===== src/rtl/spdif_tx_sample_scheduler.sv =====
// SPDIF/AES3 transmitter sample scheduler: show-ahead sample FIFO, prefill/run/stop sequencing,
// underrun muting with re-prime, and frame index tracking within the 192-frame audio block.
module spdif_tx_sample_scheduler #(
    parameter int unsigned SAMPLE_WIDTH = 16,
    parameter int unsigned DEPTH        = 8,
    parameter int unsigned START_LEVEL  = 4,
    parameter int unsigned MAX_UNDERRUN = 4
) (
    input  logic                          clk,
    input  logic                          rst_n,
    input  logic                          enable_i,
    input  logic                          s_valid_i,
    output logic                          s_ready_o,
    input  logic [2*SAMPLE_WIDTH-1:0]     s_data_i,
    output logic                          tx_rst_n_o,
    output logic                          tx_halt_o,
    input  logic                          tx_ready_i,
    output logic [2*SAMPLE_WIDTH-1:0]     tx_sample_o,
    output logic [$clog2(DEPTH):0]        fill_level_o,
    output logic [7:0]                    frame_idx_o,
    output logic                          underrun_o,
    output logic [15:0]                   underrun_cnt_o,
    output logic                          busy_o
);

    localparam int unsigned AW = $clog2(DEPTH);
    localparam int unsigned LW = AW + 1;
    localparam int unsigned CW = $clog2(MAX_UNDERRUN + 1);
    localparam int unsigned DW = 2 * SAMPLE_WIDTH;

    if (!(SAMPLE_WIDTH == 16 || SAMPLE_WIDTH == 20 || SAMPLE_WIDTH == 24)) begin : g_bad_width
        $error("SAMPLE_WIDTH must be 16, 20 or 24");
    end
    if (DEPTH < 2 || (DEPTH & (DEPTH - 1)) != 0) begin : g_bad_depth
        $error("DEPTH must be a power of 2 and >= 2");
    end
    if (START_LEVEL < 1 || START_LEVEL > DEPTH) begin : g_bad_start
        $error("START_LEVEL must be in 1..DEPTH");
    end
    if (MAX_UNDERRUN < 1) begin : g_bad_underrun
        $error("MAX_UNDERRUN must be >= 1");
    end

    typedef enum logic [1:0] {
        S_IDLE,
        S_PREFILL,
        S_RUN,
        S_STOPPING
    } state_t;

    state_t            r_state;
    state_t            w_next;
    logic [DW-1:0]     r_mem [DEPTH];
    logic [AW:0]       r_wr_ptr;
    logic [AW:0]       r_rd_ptr;
    logic [CW-1:0]     r_consec;
    logic [7:0]        r_frame_idx;
    logic [15:0]       r_underrun_cnt;
    logic              r_tx_rst_n;
    logic              r_tx_halt;

    logic [AW:0]       w_level;
    logic              w_empty;
    logic              w_full;
    logic              w_push;
    logic              w_active;
    logic              w_run_strobe;
    logic              w_pop;
    logic              w_mute;
    logic              w_reprime;

    assign w_level      = r_wr_ptr - r_rd_ptr;
    assign w_empty      = (w_level == '0);
    assign w_full       = (w_level == LW'(DEPTH));
    assign w_push       = s_valid_i && !w_full;
    assign w_active     = (r_state == S_RUN) || (r_state == S_STOPPING);
    assign w_run_strobe = (r_state == S_RUN) && tx_ready_i;
    assign w_pop        = w_run_strobe && !w_empty;
    assign w_mute       = w_run_strobe && w_empty;
    assign w_reprime    = w_mute && (r_consec == CW'(MAX_UNDERRUN - 1));

    always_comb begin
        w_next = r_state;
        unique case (r_state)
            S_IDLE:     if (enable_i) w_next = S_PREFILL;
            S_PREFILL: begin
                if (!enable_i)                          w_next = S_IDLE;
                else if (w_level >= LW'(START_LEVEL))   w_next = S_RUN;
            end
            S_RUN: begin
                if (!enable_i)      w_next = S_STOPPING;
                else if (w_reprime) w_next = S_PREFILL;
            end
            S_STOPPING: if (tx_ready_i) w_next = S_IDLE;
            default:    w_next = S_IDLE;
        endcase
    end

    // Sample storage carries no reset; the mute path hides stale entries while empty.
    always_ff @(posedge clk) begin
        if (w_push) r_mem[r_wr_ptr[AW-1:0]] <= s_data_i;
    end

    always_ff @(posedge clk) begin
        if (!rst_n) begin
            r_state        <= S_IDLE;
            r_wr_ptr       <= '0;
            r_rd_ptr       <= '0;
            r_consec       <= '0;
            r_frame_idx    <= '0;
            r_underrun_cnt <= '0;
            r_tx_rst_n     <= 1'b0;
            r_tx_halt      <= 1'b1;
        end else begin
            r_state <= w_next;
            if (w_push) r_wr_ptr <= r_wr_ptr + 1'b1;
            if (w_pop)  r_rd_ptr <= r_rd_ptr + 1'b1;

            // RUN entry looks ahead so the transmitter is live in the first RUN cycle;
            // every other transition lags the state register by one cycle.
            r_tx_rst_n <= (w_next == S_RUN) || w_active;
            r_tx_halt  <= !((w_next == S_RUN) || w_active);

            // The final STOPPING strobe completes its frame (index advances) without popping.
            if (r_state == S_PREFILL && w_next == S_RUN)
                r_frame_idx <= '0;
            else if (w_active && tx_ready_i)
                r_frame_idx <= (r_frame_idx == 8'd191) ? 8'd0 : r_frame_idx + 8'd1;

            if (w_mute && r_underrun_cnt != 16'hFFFF)
                r_underrun_cnt <= r_underrun_cnt + 16'd1;

            if (w_next == S_IDLE || w_next == S_PREFILL) r_consec <= '0;
            else if (w_pop)                              r_consec <= '0;
            else if (w_mute)                             r_consec <= r_consec + 1'b1;
        end
    end

    assign s_ready_o      = !w_full;
    assign tx_sample_o    = w_empty ? '0 : r_mem[r_rd_ptr[AW-1:0]];
    assign fill_level_o   = w_level;
    assign frame_idx_o    = r_frame_idx;
    assign underrun_o     = w_mute;
    assign underrun_cnt_o = r_underrun_cnt;
    assign busy_o         = w_active;
    assign tx_rst_n_o     = r_tx_rst_n;
    assign tx_halt_o      = r_tx_halt;

endmodule


===== config.mk =====
export PLATFORM = sky130hd
export DESIGN_NAME = spdif_tx_sample_scheduler
export DESIGN_NICKNAME = d
export VERILOG_FILES = /design/src/rtl/spdif_tx_sample_scheduler.sv
export SDC_FILE = /design/constraint.sdc
export NUM_CORES = 1
export LEC_CHECK = 0
export BUFFER_PORTS_ARGS = -buffer_cell sky130_fd_sc_hd__buf_2
export CORE_ASPECT_RATIO = 0.6
export CORE_MARGIN = 3
export CORE_UTILIZATION = 35
export DETAILED_ROUTE_END_ITERATION = 8
export SYNTH_ARGS = -nofsm -noshare
export SYNTH_HDL_FRONTEND = slang
export SYNTH_SLANG_ARGS = --single-unit

===== constraint.sdc =====
create_clock -name clk -period 6.4 [get_ports clk]
set_clock_uncertainty 0.05 [all_clocks]
set_input_delay 0.96 -clock clk [delete_from_list [all_inputs] [get_ports clk]]
set_output_delay 0.96 -clock clk [all_outputs]
set_load 0.01 [all_outputs]

==> summary.txt <==
Setup path
  • Slowest CP cell: nor3_4
  • Setup crit end kind: output port
  • Worst R2R Path Depth: 9
  • R2r setup slk: roughly 2.7 ns
  • Critical path class: register to output port
  • Crit Path Max Fanout: 20
  • Crit path DAT: between 3 and 4 ns
  • Most common cell on crit path: inv_1
  • Startpoint types: register
  • Cell family with most CP delay: simple AND/OR/NAND/NOR gates
  • CP required: approximately 5.4 ns
  • Reg2reg start: r_wr_ptr[0]$_SDFFE_PN0P_
  • WP buf/inv: 4
  • FF-to-FF End: r_mem[7][19]$_DFFE_PP_
  • Ordered list of cells on the worst path: inv_1 -> ha_1 -> inv_1 -> fa_1 -> xor2_2 -> or3_4 -> nor3_4 -> buf_4 -> nor2_1 -> buf_2
  • Max stage delay on crit path: 0.68 ns

Outcome
  • Status: finished clean

Die
  • Core area: around 33,000 um2
  • Die W: approximately 240 um
  • # rows: slightly above 50
  • Initial Util: 36.0%
  • Die area: around 36,000 um2
  • I/O Pins: between 100 and 150
  • Die height: between 100 and 150 um

Synthesis
  • Async SR Flop Fraction: 0%
  • Synth Cell Area: approximately 12,000 um2
  • Synthesized net count: ~700
  • Ys flop type: edfxtp_1
  • EDFF count, synth: about 260
  • Yosys cell types: 49
  • Avg Cell Area, Syn: between 15 and 20 um2
  • Synth Register Bits: around 300
  • Sequential share of the synthesized area: 71.9%
  • Post-Synthesis Cells: 670
  • Synth warnings: 0

Hold path
  • Min-Delay Path Depth: 2
  • Hold path startpoint: r_consec[1]$_SDFFE_PP0P_
  • WHS Endpoint: r_consec[1]$_SDFFE_PP0P_
  • Worst Hold Class: register to register

Routing
  • Wire length per cell: between 15 and 20 um
  • Routed WL: between 20 and 25 mm
  • DR vias/cell: just over 5
  • Drt pass-1 iters: 5
  • DR vias: between 6,000 and 7,000
  • Antenna-violating nets left: 0
  • Initial drt markers: about 480
  • DRC violations left: 0

Place
  • Cell Area, Placed: 13,000 um2
  • Placer Congestion: between 0.7 and 0.8
  • DP Worst Slack: roughly 2.1 ns
  • HPWL after DPL: approximately 14 mm
  • Port Buffers: 101

GRT
  • First-pass GRT wire length: slightly below 40 mm
  • Initial antenna violation count: 4
  • Global Route Usage Sum: around 14%
  • Number of global-route vias before repair: approximately 6,200
  • Total grt overflow: 0
  • Largest net degree at the start of global routing: 65

Clock tree
  • Reg clk slew, reported paths: around 0.060 ns
  • H-tree depth: 1
  • Clock Sink Count: around 300
  • Clk Latency, worst-skew pair: around 0.54 ns
  • CTS-repair resized insts: 0
  • CTS Hold Bufs: 0
  • Postcts setup bufs: 0
  • Total CTS buffers: 27
  • Clk root buf: clkbuf_16
  • Clock Tree Buf Depth: 3
  • TritonCTS clock tree: yes

Final layout
  • # diodes: 0
  • Number of filler cells placed in the layout: just under 3,000
  • Layout cells sized above 1: 30.1%
  • P&R area growth vs syn: 16.7%
  • Final #Nets: 830
  • Post-route cell area: about 14,000 um2

Timing
  • Fmax: about 210 MHz
  • TNS Setup: 0 ns
  • Finish-stage setup viols: 0
  • Fin crit share: between 70 and 80%
  • RSZ-0062 raised after global routing: false
  • Actual slew at the worst max-slew pin: approximately 1.2 ns
  • Min Tclk post-route: approximately 4.8 ns
  • Setup slack after layout: between 1.5 and 2 ns
  • Final Max Slew Viols: 0
  • Max-slew headroom: around a fifth
  • Final Hold Viols: 0
  • WHS: 0.410 ns

Job
  • Max-cap viol count: 0

Power and ir drop
  • Peak supply drop: about 0.18 mV
  • Tot Pwr: slightly above 4000 uW
  • Leakage: 0.00448 uW
  • PwrDens: about 300 nW/um2
## cells by family (layout without fill, tap and decap cells)
| family | count (synthesis) | in the layout | synth area share [%] |
|---|---|---|---|
| buffers and inverters | 46 | 177 | 1.58 |
| XOR/XNOR | 12 | 12 | 0.949 |
| multiplexers | 99 | 99 | 15.1 |
| flip-flops | 298 | 298 | 71.9 |
| AO/OA/AOI/OAI | 58 | 58 | 3.05 |
| adder cells (fa/ha/maj) | 10 | 10 | 1.12 |
| AND/OR/NAND/NOR | 147 | 147 | 6.32 |
## cell usage in the layout (no fill, tap or decap), drive strengths merged, types with 2 or more instances in the layout
cell	instances
a21oi	23
and2	2
buf	113
bufinv	4
clkbuf	29
clkinv	13
dfxtp	42
edfxtp	256
ha	9
inv	18
mux2i	35
mux4	64
nand2	28
nand2b	2
nand3	14
nand3b	2
nand4	8
nor2	50
nor2b	2
nor3	6
nor4	8
o2111ai	2
o211ai	2
o21ai	17
o31ai	7
or3	14
or4	7
xnor2	5
xor2	7
## state kept, by name (all words and copies together), names as in the netlist, named ones only
name and cells:
r_state 2, tx_rst_n_o 1, frame_idx_o 8, tx_halt_o 1, r_rd_ptr 4, r_wr_ptr 4, r_mem 256, r_consec 3
underrun_cnt_o 16
## cell usage after synthesis (all sizes together), types with 5 or more instances
library cell / number / area, um2
edfxtp: 256 / 7690
mux4: 64 / 1440
nor2: 50 / 188
dfxtp: 42 / 841
mux2i: 35 / 350
nand2: 28 / 105
a21oi: 23 / 115
inv: 17 / 63.8
o21ai: 17 / 85.1
clkbuf: 16 / 60.1
nand3: 14 / 70.1
or3: 14 / 92.6
buf: 13 / 63.8
ha: 9 / 113
nand4: 8 / 50.1
nor4: 8 / 50.1
o31ai: 7 / 57.6
or4: 7 / 57.6
xor2: 7 / 68.8
nor3: 6 / 50.1
xnor2: 5 / 43.8
## worst register-to-register path, delay by kind of cell (launching register included)
family,cells,cell delay [ns]
buf+inv,3,0.66
compound gates,1,0.95
fa+ha+maj,2,0.63
flops,1,0.39
xor+xnor,1,0.20
simple gates,2,0.50
## final cells by class
class                   count  area [um2]  area share [%]
multi-input cells         326        3200            23.1
inverters                  17        63.8           0.461
clock inverters            18         198            1.43
clock buffers              29         683            4.94
repair buffers            113         596            4.30
well taps                 450         563            4.07
flip-flops and latches    298        8530            61.7
## worst max-delay path by stage
stage                                  start               endpoint  slack (ns)  cells past startpoint
floorplan           r_wr_ptr[0]$_SDFFE_PN0P_  r_mem[0][0]$_DFFE_PP_        0.93                      9
global placement    r_wr_ptr[0]$_SDFFE_PN0P_        tx_sample_o[16]        2.21                      9
detailed placement  r_wr_ptr[0]$_SDFFE_PN0P_         tx_sample_o[1]        2.12                     10
CTS                 r_wr_ptr[0]$_SDFFE_PN0P_         tx_sample_o[1]        1.52                     10
global route        r_wr_ptr[0]$_SDFFE_PN0P_         tx_sample_o[9]        1.29                     10
finish              r_wr_ptr[0]$_SDFFE_PN0P_         tx_sample_o[1]        1.64                     10
## metal layers
metal / routed length [um] / part of all wire, % / track usage, %
met3: 1270 / 5.1 / 2.94
met4: 449 / 1.8 / 2.73
met2: 10700 / 43 / 20.0
met1: 12300 / 50 / 21.5
met5: 46 / 0.19 / 0
## power breakdown
part	switching [uW]	internal, uW
combinational	205	113
sequential	20.6	2170
clock	686	932
## stage by stage
stage / utilization, % / std cells
6_report: 42.0 / 1251
5_1_grt: 42.0 / 1251
4_1_cts: 42.0 / 1251
3_5_place_dp: 39.4 / 1204
3_3_place_gp: 39.4 / 1204
2_1_floorplan: - / 670
No activity file was read; power rests on OpenSTA's default activity.
